[src/rtl/rr_drain_arbiter_pkg.sv]
// Shared types and helpers for the round-robin drain arbiter and its grant encoder.
// The grant encoder is also reused by the upstream classifier.
package rr_drain_arbiter_pkg;

    localparam int DATA_W = 10;
    localparam int CNT_W  = 5;
    localparam int NUM_CH = 4;

    typedef logic [1:0] ch_idx_t;

    // Pointer value after reset/init, so that channel 0 is scanned first.
    localparam ch_idx_t LAST_INIT = 2'd3;

    function automatic ch_idx_t next_rr(input ch_idx_t cur);
        return cur + ch_idx_t'(1);
    endfunction

endpackage

[src/rtl/rr_drain_arbiter_grant4.sv]
// Combinational 4-request round-robin priority encoder.
// The scan starts at the channel after 'last' and wraps around.
module rr_grant4
    import rr_drain_arbiter_pkg::*;
(
    input  logic [NUM_CH-1:0] req,
    input  ch_idx_t           last,
    output logic              gnt_v,
    output ch_idx_t           gnt_idx
);

    ch_idx_t cand;

    always_comb begin
        gnt_v   = 1'b0;
        gnt_idx = last;
        cand    = last;
        // 'last' itself is the final candidate, so a lone requester can win back-to-back.
        for (int i = 0; i < NUM_CH; i++) begin
            cand = next_rr(cand);
            if (!gnt_v && req[cand]) begin
                gnt_v   = 1'b1;
                gnt_idx = cand;
            end
        end
    end

endmodule

[src/rtl/rr_drain_arbiter.sv]
// Drains four virtual-channel FIFOs round-robin into one word stream.
// Keeps a per-channel forwarded-word counter that can be read through req/idx.
module rr_drain_arbiter #(
    parameter int DATA_W = rr_drain_arbiter_pkg::DATA_W,
    parameter int CNT_W  = rr_drain_arbiter_pkg::CNT_W
) (
    input  logic              clk,
    input  logic              reset,
    input  logic              init,
    input  logic [DATA_W-1:0] data_in0,
    input  logic [DATA_W-1:0] data_in1,
    input  logic [DATA_W-1:0] data_in2,
    input  logic [DATA_W-1:0] data_in3,
    input  logic              empty0,
    input  logic              empty1,
    input  logic              empty2,
    input  logic              empty3,
    input  logic              pause,
    input  logic              req,
    input  logic [1:0]        idx,
    output logic              pop0,
    output logic              pop1,
    output logic              pop2,
    output logic              pop3,
    output logic [DATA_W-1:0] data_out,
    output logic              data_valid,
    output logic [CNT_W-1:0]  contador,
    output logic              contador_valid
);

    import rr_drain_arbiter_pkg::NUM_CH;
    import rr_drain_arbiter_pkg::ch_idx_t;
    import rr_drain_arbiter_pkg::LAST_INIT;

    localparam logic [CNT_W-1:0] CNT_ONE = 1;

    ch_idx_t           last;
    logic              pend_v;
    ch_idx_t           pend_ch;
    logic [CNT_W-1:0]  count [NUM_CH];
    logic [NUM_CH-1:0] fifo_req;
    logic              gnt_v;
    ch_idx_t           gnt_idx;
    logic [DATA_W-1:0] data_sel;

    // Pause gates requests directly so it blocks pops in the same cycle.
    assign fifo_req = {~empty3, ~empty2, ~empty1, ~empty0} & {NUM_CH{~pause}};

    rr_grant4 u_grant (
        .req     (fifo_req),
        .last    (last),
        .gnt_v   (gnt_v),
        .gnt_idx (gnt_idx)
    );

    assign pop0 = reset & gnt_v & (gnt_idx == ch_idx_t'(0));
    assign pop1 = reset & gnt_v & (gnt_idx == ch_idx_t'(1));
    assign pop2 = reset & gnt_v & (gnt_idx == ch_idx_t'(2));
    assign pop3 = reset & gnt_v & (gnt_idx == ch_idx_t'(3));

    always_comb begin
        data_sel = data_in0;
        case (pend_ch)
            2'd1:    data_sel = data_in1;
            2'd2:    data_sel = data_in2;
            2'd3:    data_sel = data_in3;
            default: data_sel = data_in0;
        endcase
    end

    always_ff @(posedge clk or negedge reset) begin
        if (!reset) begin
            last           <= LAST_INIT;
            pend_v         <= 1'b0;
            pend_ch        <= '0;
            data_out       <= '0;
            data_valid     <= 1'b0;
            contador       <= '0;
            contador_valid <= 1'b0;
            for (int ch = 0; ch < NUM_CH; ch++) begin
                count[ch] <= '0;
            end
        end else begin
            pend_v <= gnt_v;
            if (gnt_v) begin
                pend_ch <= gnt_idx;
            end

            if (init) begin
                last <= LAST_INIT;
            end else if (gnt_v) begin
                last <= gnt_idx;
            end

            data_valid <= pend_v;
            if (pend_v) begin
                data_out <= data_sel;
            end

            // Reads see the count from before this edge's increment.
            contador_valid <= req;
            if (req) begin
                contador <= count[idx];
            end

            for (int ch = 0; ch < NUM_CH; ch++) begin
                if (init) begin
                    count[ch] <= '0;
                end else if (pend_v && (pend_ch == ch_idx_t'(ch))) begin
                    count[ch] <= count[ch] + CNT_ONE;
                end
            end
        end
    end

endmodule

[config.mk]
export PLATFORM = sky130hd
export DESIGN_NAME = rr_drain_arbiter
export DESIGN_NICKNAME = d
export VERILOG_FILES = /design/src/rtl/rr_drain_arbiter_pkg.sv /design/src/rtl/rr_drain_arbiter_grant4.sv /design/src/rtl/rr_drain_arbiter.sv
export SDC_FILE = /design/constraint.sdc
export NUM_CORES = 1
export LEC_CHECK = 0
export BUFFER_PORTS_ARGS = -buffer_cell sky130_fd_sc_hd__buf_2
export CORE_MARGIN = 2
export CORE_UTILIZATION = 50
export DETAILED_ROUTE_END_ITERATION = 16
export HOLD_SLACK_MARGIN = 0.03
export PLACE_DENSITY = 0.79
export SETUP_SLACK_MARGIN = 0.1
export SYNTH_ARGS = -nofsm -noshare
export SYNTH_HDL_FRONTEND = slang
export SYNTH_SLANG_ARGS = --single-unit
[constraint.sdc]
create_clock -name clk -period 2.4 [get_ports clk]
set_clock_uncertainty 0.15 [all_clocks]
set_input_delay 0.24 -clock clk [delete_from_list [all_inputs] [get_ports clk]]
set_output_delay 0.24 -clock clk [all_outputs]
set_load 0.03 [all_outputs]
==> metrics.md, run 1 <==
| Metric | Value |
|---|---|
| Status | finished clean |
| Vias | 1628 |
| Layout cell share with drive strength beyond 1 | 0.522 |
| Fin. max-slew vios | 0 |
| Final Core Density | 0.655 |
| FF+latch count, synth | 42 |
| Setup slack, reg-to-reg | 0.44 ns |
| Die Ht | 70.8 um |
| Worst vdd ir | 0.352 mV |
| Clock tree buffer depth | 2 |
| Port bufs | 71 |
| Drt total wl | 4580 um |
| Num CTS Buffers | 5 |
| DP Cell Count | 283 |
| Post-synth EDFFs | 0 |
| Top FF cell, synth | dfrtp_1 |
| Syn nets | 222 |
| Syn. warnings | 0 |
| Average footprint of a synthesized cell | 13.3 um^2 |
| Commonest cells after routing, fill and taps aside | buf_2, dfrtp_1, nor2_1, mux2_2, mux4_2 |
| Fin Setup TNS | 0 ns |
| Pint | 0.00123 W |
| Pre-CTS WS | 0.266 ns |
| Final net count | 303 |
| Remaining DRCs | 0 |
| Placed Area | 0.00263 mm^2 |
| Final worst setup slack | 0.0769 ns |
| Sw frac | 0.314 |
| ANT cells | 0 |
| Sw power | 0.000562 W |
| Largest net degree at the start of global routing | 43 |
| Clock network power share | 0.245 |
| Root Buffer | clkbuf_8 |
| Cell area after layout | 0.00283 mm^2 |
| Core ar. | 0.00432 mm^2 |
| GRT Overall Usage | 0.203 |
| Crit-path max FO | 5 |
| Mapped Cells | 167 |
| Synth async-reset ratio | 1.00 |
| Vias in the first global route | 1747 |
| Most common cell after layout, fill and taps aside | buf_2 |
| Power per cell area | 632 mW/mm^2 |
| Leakage power | 1.35 nW |
| Critical path class | reg2out |
| DR top layer | met4 |
| # fillers | 339 |
| Drt wl/cell | 15.2 um |
| GR Overflow Total | 0 |
| Routed wl met2 | 2340 um |
| First-pass GRT wire length | 7890 um |
| RSZ-0062 raised after global routing | true |
| Initial DRC Count | 108 |
| First-pass DRT Iterations | 4 |
| Register Area | 0.00105 mm^2 |
| Min Tclk post-route | 2.32 ns |
| Initial antenna violation count | 0 |
| Max_cap viols | 0 |
| Data arrival time of the critical path | 1.93 ns |
| CP Launch Type | flip-flop |
| Final Hold Viols | 0 |
| Seq pwr share | 0.479 |
| Slew at the pin closest to its max-slew limit | 0.743 ns |
| Clock Sink Count | 42 |
| Slew HR | 0.505 |
| Cell variety after synth | 34 |
| Via density per instance | 5.41 |
| Htree depth | 2 |
| Multi-input logic area | 0.00117 mm^2 |
| Critical Path RT | 2.01 ns |
| Routed Antenna Nets | 0 |
| CP Capture Type | output port |
| Initial Utilization | 0.515 |
| Met1 WL | 1910 um |
| I/O Pins | 72 |
| Combinational share of power | 0.275 |
| GP Congestion | 0.728 |
| Die footprint | 0.00501 mm^2 |
| Post-DP HPWL | 3320 um |
| Endpoints failing setup | 0 |
| Clock slew at reported path FFs | 0.08 ns |
| Sequential cell area fraction in the yosys report | 0.473 |
| Hold Crit Class | in2reg |
| CTS tree | done |
| Layout area overhead | 27.1% |
| Met3 WL post-DR | 197 um |
| Post-Layout Cell Count | 301 |
| F_max | 0.430 GHz |
| Crit share post-route | 0.968 |
| Die X | 70.8 um |
| Clk_lat worst skew | 0.30 ns |
| FP Rows | 24 |
| Syn Std Cell Area | 0.00223 mm^2 |
[cell type report]
cell class                      count  share of cell area
Tap cell                           52              0.0230
Clock buffer                        8              0.0283
Inverter                            1             0.00133
Timing Repair Buffer               83               0.164
Multi-Input combinational cell    115               0.412
Sequential cell                    42               0.372
[repair_timing]
action / CTS / global route
hold buffers: 2 / 0
setup buffers: 5 / 3
pin swaps: 4 / 2
gates resized for setup: 7 / 3
hold endpoints to repair: 41 / 0
endpoints found under the setup margin: 4 / 4
[Yosys cell counts, drive strengths merged (2+ instances only)]
cell type | n | area [um^2]
a2111oi | 2 | 42.5
nand2 | 5 | 18.8
mux2 | 16 | 180
and3b | 3 | 26.3
mux2i | 4 | 40.0
ha | 4 | 50.1
a211o | 2 | 17.5
clkbuf | 5 | 18.8
mux4 | 15 | 338
xor2 | 12 | 105
xnor2 | 4 | 35.0
nor2 | 24 | 90.1
buf | 4 | 21.3
dfrtp | 40 | 1000
dfstp | 2 | 52.6
nor3b | 3 | 37.5
nand4 | 8 | 50.1
[stage by stage]
step           total power [W]  hold WS [ns]
2_1_floorplan          0.00118        -0.206
3_3_place_gp           0.00133         0.265
3_5_place_dp           0.00134         0.266
4_1_cts                0.00180         0.199
5_1_grt                0.00189         0.222
6_report               0.00179         0.196
[power by group through the flow]
| stage | Combinational, W | Sequential [W] | Clock, W |
|---|---|---|---|
| detailed placement | 0.000463 | 0.000875 | 0 |
| CTS | 0.000487 | 0.000861 | 0.000449 |
| finish | 0.000493 | 0.000858 | 0.000439 |
| global route | 0.000529 | 0.000874 | 0.000484 |
| floorplan | 0.000237 | 0.000947 | 0 |
| global placement | 0.000455 | 0.000872 | 0 |
[worst paths after layout]
path                       cells past startpoint         from          end
min reg2reg                                    1  contador[4]  contador[4]
max in group asynchronous                      3        reset      last[0]
max                                            5      last[1]         pop2
max reg2reg                                    2   pend_ch[0]  data_out[1]
min                                            2         init     count[5]
min in group asynchronous                      3        reset     count[7]
[registers in the layout (all words and copies together), names as in the netlist]
signal          flops
pend_v              1
pend_ch             2
data_out           10
count              20
contador_valid      1
contador            5
last                2
data_valid          1
[worst max-delay path: stages (launching register included)]
cell and delay [ns]:
dfstp_2 0.58, and3b_2 0.21, a2111oi_4 0.06, a2111oi_4 0.38, and4_1 0.26, buf_6 0.14
[per-layer routing]
layer	vias up	global-route usage
met5	-	0
met4	0	0.111
met3	12	0.0456
met2	40	0.335
met1	799	0.247
li1	777	-
[cell families (layout without fill, tap and decap cells)]
family          Yosys count  in the layout  synth area share
buf+inv                  10             92            0.0197
mux                      35             35             0.250
xor+xnor                 16             16            0.0629
flops                    42             42             0.473
fa+ha+maj                 4              4            0.0225
compound gates           11             11            0.0522
simple gates             49             49             0.120
Power figures use the tool's default switching activity.
==> run 2, diff against run 1 <==
- ABC_AREA: not set -> 1
- CORE_UTILIZATION: 50 -> 52
- PLACE_DENSITY: 0.79 -> 0.8
==> metrics.md, run 2 <==
| Metric | Value |
|---|---|
| Post-Layout Cell Count | 469 (+56%) |
| Clock Sink Count | 42 (unchanged) |
| FP Rows | 25 (+4.2%) |
| Min Tclk post-route | 2.47 ns (+0.149 ns) |
| Largest register FFs | 20 (unchanged) |
| Dominant delay contributor by cell family on the critical path | simple AND/OR/NAND/NOR gates |
| Combinational share of power | 0.577 (+0.302) |
| Drt wl/cell | 14.2 um (-6.4%) |
| Seq pwr share | 0.300 (-0.179) |
| Sw power | 0.00170 W (+200%) |
| Critical Path RT | 2.01 ns (about the same) |
| Biggest regs | count: 20 flops, data_out: 10 flops, contador: 5 flops |
| Average footprint of a synthesized cell | 7.55 um^2 (-43%) |
| Die footprint | 0.00531 mm^2 (+6.1%) |
| Die X | 72.9 um (+3.0%) |
| Initial antenna violation count | 0 (unchanged) |
| Critical path class | reg2out |
| Clock slew at reported path FFs | 0.08 ns (about the same) |
| Main combinational cell family by area after synthesis | simple AND/OR/NAND/NOR gates |
| Total power | 0.00352 W (+97%) |
| Initial Utilization | 0.530 (+0.0143) |
| Root Buffer | clkbuf_8 |
| Syn Std Cell Area | 0.00247 mm^2 (+11%) |
| Post-synthesis mux area share | 0 (-0.250) |
| Remaining DRCs | 0 (unchanged) |
| Status | finished with violations |
| DP Cell Count | 448 (+58%) |
| ANT cells | 0 (unchanged) |
| Largest Register | count |
| Hold Crit Class | in2reg |
| Vias | 2550 (+57%) |
| Simple-Gate Fraction of Synth Area | 0.303 (+0.183) |
| Clock network power share | 0.123 (-0.122) |
| Fin. max-slew vios | 0 (unchanged) |
| # fillers | 352 (+3.8%) |
| Drt total wl | 6670 um (+46%) |
| Buffers and inverters on the worst path | 3 (+2) |
| Crit path top cell by count | nand2_2 |
| Power per cell area | 1090 mW/mm^2 (+73%) |
| Post-Synth Adder-Cell Area | 0.0203 (-0.00219) |
| Layout area overhead | 30.4% |
| Pint | 0.00182 W (+48%) |
| Most frequent cell after synthesis | nand2_1 |
| Slew at the pin closest to its max-slew limit | 0.526 ns (-0.217 ns) |
| Min-Delay Endpoint | count[1] |
| CP Capture Type | output port |
| Most common cell after layout, fill and taps aside | buf_2 |
| Xor/xnor share of the synthesized area | 0 (-0.0629) |
| Leakage power | 1.58 nW (+18%) |
| Failing checks | setup timing |
| Top cell type by total area after synthesis | dfrtp_1 |
| Sequential cell area fraction in the yosys report | 0.427 (-0.0460) |
| Endpoints failing setup | 4 (+4) |
| CTS tree | done |
| FF+latch count, synth | 42 (unchanged) |
| Routed Antenna Nets | 0 (unchanged) |
| Cell variety after synth | 31 (-8.8%) |
| GRT Overall Usage | 0.243 (+0.0396) |
| Slew HR | 0.649 (+0.144) |
| Ranking of synthesized cells by area | dfrtp_1, nand2_1, a21oi_1 |
| Synth async-reset ratio | 1.00 (unchanged) |
| Final net count | 470 (+55%) |
| Core ar. | 0.00466 mm^2 (+7.8%) |
| Num CTS Buffers | 5 (unchanged) |
| Complex-gate fraction of the synthesized area | 0.175 (+0.123) |
| First-pass GRT wire length | 10100 um (+27%) |
| Htree depth | 2 (unchanged) |
| CP peak stage delay | 0.57 ns (about the same) |
| Final worst setup slack | -0.0721 ns (-0.149 ns) |
| Fin Setup TNS | -0.270 ns (-0.270 ns) |
| Data arrival time of the critical path | 2.08 ns (+0.15 ns) |
| Min-delay src | init |
| Mapped Cells | 327 (+96%) |
| I/O Pins | 72 (unchanged) |
| Synth cell count leaders | nand2_1, dfrtp_1, nor2_1 |
| Critical path origin | last[0] |
| Crit-path max FO | 8 (+3) |
| Largest net degree at the start of global routing | 43 (unchanged) |
| Clock tree buffer depth | 2 (unchanged) |
| Crit path max-delay cell type | dfstp_2 |
| Via density per instance | 5.44 (+0.53%) |
| Worst path cell trace | buf_12, inv_8, nand2_2, nand2_2, nand2_2, nand2_4, nor2_8, nand3_2, nand2_2, nand2_2, nor2_1, buf_4 |
| GP Congestion | 0.904 (+24%) |
| Final Hold Viols | 0 (unchanged) |
| Sw frac | 0.483 (+0.169) |
| Setup slack, reg-to-reg | 0.44 ns (about the same) |
| CP Launch Type | flip-flop |
| Top FF cell, synth | dfrtp_1 |
| Crit Reg-Reg Endpoint | pend_ch[0] |
| Clk_lat worst skew | 0.30 ns (about the same) |
| Post-synth EDFFs | 0 (unchanged) |
| Commonest cells after routing, fill and taps aside | buf_2, nand2_1, dfrtp_1, nor2_1, a21oi_1 |
| Initial DRC Count | 228 (+110%) |
| Yosys top cell area share | 0.405 (-0.0437) |
| Vias in the first global route | 2331 (+33%) |
| GR Overflow Total | 0 (unchanged) |
| R2R cell count | 13 (+11) |
| Port bufs | 71 (unchanged) |
| Worst vdd ir | 0.715 mV (+100%) |
| Layout cell share with drive strength beyond 1 | 0.357 (-0.165) |
| Crit share post-route | 1.03 (+0.0621) |
| F_max | 0.405 GHz (-6.0%) |
| Hold Path Depth | 2 (unchanged) |
| Syn nets | 382 (+72%) |
| Syn. warnings | 0 (unchanged) |
| RR Startpoint | last[0] |
| First-pass DRT Iterations | 4 (unchanged) |
| Max_cap viols | 0 (unchanged) |
| Crit path depth | 12 (+7) |
| RSZ-0062 raised after global routing | true |
| Die Ht | 72.9 um (+3.0%) |
| Post-DP HPWL | 4160 um (+25%) |
-- run 2: cell types whose count changed in the layout (fill, tap and decap cells not counted), moves of 11 or more --
cell / change
nand2_2: +22
inv_1: +25
nand3_1: +11
a21oi_1: +28
xor2_1: -12
nand2_4: +12
mux4_2: -15
nand2_1: +58
nor2_1: +12
o21ai_0: +25
mux2_2: -16
-- run 2: how the worst max path moves through the flow --
stage,end,slack [ns]
4_1_cts,pop3,0.01
6_report,pop2,-0.07
2_1_floorplan,pop0,0.30
3_3_place_gp,pop0,0.26
3_5_place_dp,pop2,0.24
5_1_grt,pop2,-0.16
-- run 2: metal layers --
metal | routed length [um] | part of all wire | global-route usage | vias up
li1 | - | - | - | 1259
met1 | 2800 | 0.42 | 0.299 | 1158
met2 | 3230 | 0.48 | 0.423 | 115
met3 | 455 | 0.068 | 0.0442 | 18
met4 | 183 | 0.027 | 0.0885 | 0
met5 | 0 | 0 | 0 | -
-- run 2: cell type report --
cell class	instances	area, um^2	share of cell area
clock inverters	2	10.0	0.00311
flip-flops and latches	42	1050	0.327
well taps	54	67.6	0.0210
clock buffers	5	68.8	0.0214
inverters	35	139	0.0432
multi-input cells	241	1350	0.421
repair buffers	90	526	0.163
-- run 2: worst register-to-register path, stage by stage, from the launching register on --
cell and delay, ns:
dfstp_2 0.57, buf_12 0.14, inv_8 0.05, nand2_2 0.07
nand2_2 0.08, nand2_2 0.11, nand2_4 0.10, inv_2 0.09
nand3_4 0.09, nand2_1 0.11, nand2_2 0.07, buf_4 0.13
nand2_1 0.04, o21ai_1 0.06
-- run 2: through the flow --
step	hold slack, ns	utilization	worst slack [ns]	cell area [um^2]
after floorplan	-0.206	-	0.301	2470
after global placement	0.261	0.619	0.262	2880
after detailed placement	0.258	0.619	0.235	2880
after CTS	0.0732	0.675	0.0104	3150
after global routing	0.0766	0.690	-0.155	3220
final	0.0726	0.690	-0.0721	3220
-- run 2: logic make-up (layout without fill, tap and decap cells) --
| group | after synthesis | count (layout) |
|---|---|---|
| AND/OR/NAND/NOR | 161 | 161 |
| AO/OA/AOI/OAI | 76 | 76 |
| flip-flops | 42 | 42 |
| buffers and inverters | 44 | 132 |
| adder cells (fa/ha/maj) | 4 | 4 |
-- run 2: power groups by stage --
stage | Sequential [W] | Combinational, W | Clock (W)
6_report | 0.00106 | 0.00203 | 0.000432
5_1_grt | 0.00108 | 0.00221 | 0.000464
4_1_cts | 0.00106 | 0.00186 | 0.000437
3_5_place_dp | 0.00107 | 0.00167 | 0
3_3_place_gp | 0.00107 | 0.00163 | 0
2_1_floorplan | 0.00125 | 0.00105 | 0
-- run 2: timing repair --
action                                  CTS  global route
pin swaps                                13            10
cloned                                    0             0
buffers inserted                          7             5
gates resized for setup                  31             6
hold endpoints to repair                 41             0
endpoints found under the setup margin    4             4
hold buffers                              2             0
==> run 3, diff against run 2 <==
- ABC_AREA: 1 -> not set
- CORE_UTILIZATION: 52 -> 46
- MAX_ROUTING_LAYER: not set -> met4
- PLACE_DENSITY: 0.8 -> 0.76
- clock period: 2.4 -> 2 ns (I/O delays scaled with it)
==> metrics.md, run 3 (synthesis gave the netlist of run 1 again) <==
| Metric | Value |
|---|---|
| Status | finished with violations |
| Failing checks | setup timing |
| Worst path cell trace | nor2_2, o211a_1, a2111oi_4, nor3b_4, buf_6 |
| Routed Antenna Nets | 0 (unchanged) |
| Seq pwr share | 0.414 (+0.114) |
| Crit path max-delay cell type | dfstp_2 |
| Remaining DRCs | 0 (unchanged) |
| Port bufs | 71 (unchanged) |
| Endpoints failing setup | 4 (unchanged) |
| Core ar. | 0.00469 mm^2 (+0.67%) |
| Via density per instance | 5.50 (+1.2%) |
| Initial Utilization | 0.475 (-0.0547) |
| Layout cell share with drive strength beyond 1 | 0.540 (+0.183) |
| FP Rows | 25 (unchanged) |
| Final Hold Viols | 0 (unchanged) |
| Initial antenna violation count | 0 (unchanged) |
| Most common cell after layout, fill and taps aside | buf_2 |
| Clock tree buffer depth | 2 (unchanged) |
| Slew HR | 0.608 (-0.0415) |
| Leakage power | 1.39 nW (-12%) |
| Layout area overhead | 31.0% |
| F_max | 0.434 GHz |
| Post-DP HPWL | 3390 um (-19%) |
| GP Congestion | 0.730 (-19%) |
| Sw power | 0.000703 W (-59%) |
| GR Overflow Total | 0 (unchanged) |
| First-pass DRT Iterations | 4 (unchanged) |
| Max_cap viols | 0 (unchanged) |
| GRT Overall Usage | 0.199 (-0.0436) |
| Post-Layout Cell Count | 304 (-35%) |
| Register Area | 0.00105 mm^2 (unchanged) |
| CTS tree | done |
| Num CTS Buffers | 5 (unchanged) |
| Worst vdd ir | 0.373 mV (-48%) |
| Critical path class | reg2out |
| Drt total wl | 4730 um (-29%) |
| First-pass GRT wire length | 8060 um (-20%) |
| Vias in the first global route | 1741 (-25%) |
| Critical Path RT | 1.65 ns (-0.36 ns) |
| DP Cell Count | 290 (-35%) |
| Data arrival time of the critical path | 1.95 ns (-0.13 ns) |
| Root Buffer | clkbuf_8 |
| CP peak stage delay | 0.59 ns (+0.02 ns) |
| Cell area after layout | 0.00292 mm^2 (-9.3%) |
| Commonest cells after routing, fill and taps aside | buf_2, dfrtp_1, nor2_1, mux2_2, mux4_2 |
| RSZ-0062 raised after global routing | true |
| Power per cell area | 837 mW/mm^2 (-24%) |
| Pre-CTS WS | -0.105 ns (-0.341 ns) |
| Final worst setup slack | -0.304 ns (-0.232 ns) |
| Clock slew at reported path FFs | 0.09 ns (about the same) |
| Multi-input logic area | 0.00117 mm^2 (-14%) |
| Biggest regs | count: 20 flops, data_out: 10 flops, contador: 5 flops |
| Final net count | 304 (-35%) |
| Sw frac | 0.288 (-0.195) |
| CP Capture Type | output port |
| ANT cells | 0 (unchanged) |
| Drt wl/cell | 15.6 um (+9.3%) |
| Hold Crit Class | in2reg |
| Pint | 0.00174 W (-4.4%) |
| Largest Register | count |
| Final Core Density | 0.622 (-0.0683) |
| Vias | 1673 (-34%) |
| Die footprint | 0.00542 mm^2 (+1.9%) |
| I/O Pins | 72 (unchanged) |
| CP Launch Type | flip-flop |
| Largest net degree at the start of global routing | 43 (unchanged) |
| Htree depth | 2 (unchanged) |
| Die X | 73.6 um (+0.96%) |
| Clk_lat worst skew | 0.29 ns (about the same) |
| Min Tclk post-route | 2.30 ns |
| Crit share post-route | 1.15 |
| Combinational share of power | 0.258 (-0.319) |
| Largest register FFs | 20 (unchanged) |
| # fillers | 385 (+9.4%) |
| Clock Sink Count | 42 (unchanged) |
| Hold Slack | 0.171 ns (+0.0981 ns) |
| Initial DRC Count | 126 (-45%) |
| Clock network power share | 0.328 (+0.205) |
| Slew at the pin closest to its max-slew limit | 0.589 ns (+0.0623 ns) |
| Placed Area | 0.00269 mm^2 (-6.7%) |
| Fin. max-slew vios | 0 (unchanged) |
| Crit-path max FO | 6 (-2) |
| Die Ht | 73.6 um (+0.96%) |
-- run 3: per-stage QoR --
step	power, W	setup TNS (ns)
after floorplan	0.00142	-0.0588
after global placement	0.00163	-0.0962
after detailed placement	0.00164	-0.213
after CTS	0.00246	-1.13
after global routing	0.00255	-1.50
final	0.00244	-1.12
-- run 3: worst paths after layout --
path	start	end	slack, ns	cells past startpoint
setup reg to reg	last[1]	pend_ch[0]	0.19	6
min in group asynchronous	reset	count[7]	0.45	3
max in group asynchronous	reset	last[1]	0.86	3
hold reg to reg	data_out[3]	data_out[3]	0.35	1
setup / recovery	last[1]	pop0	-0.30	5
hold / removal	init	count[0]	0.17	2
-- run 3: timing repair --
item	CTS	global route
gates resized for setup	9	2
gates cloned	0	0
pin swaps	4	0
setup endpoints to repair	4	4
setup buffers	4	0
endpoints found under the hold margin	41	0
hold buffers	2	0
-- run 3: power groups by stage --
stage | Clock [W] | Combinational [W] | Sequential [W]
3_3_place_gp | 0 | 0.000599 | 0.00103
3_5_place_dp | 0 | 0.000609 | 0.00103
2_1_floorplan | 0 | 0.000288 | 0.00114
6_report | 0.000802 | 0.000630 | 0.00101
5_1_grt | 0.000850 | 0.000679 | 0.00103
4_1_cts | 0.000815 | 0.000636 | 0.00101
-- run 3: cell type report --
| type | count | share of cell area |
|---|---|---|
| clock buffer | 5 | 0.0236 |
| inverter | 1 | 0.00129 |
| sequential | 42 | 0.361 |
| clock inverter | 3 | 0.0236 |
| tap | 54 | 0.0231 |
| timing repair buffer | 84 | 0.167 |
| multi-input combinational | 115 | 0.400 |
-- run 3: critical path, delay by kind of cell (launching register included) --
family | cells | cell delay [ns]
flip-flops | 1 | 0.59
AO/OA/AOI/OAI | 2 | 0.59
AND/OR/NAND/NOR | 2 | 0.33
buffers and inverters | 1 | 0.16
-- run 3: metal layers --
metal	global-route usage	part of all wire
met1	0.247	0.42
met2	0.328	0.53
met3	0.0384	0.044
met4	0.0646	0.0093
met5	-	0
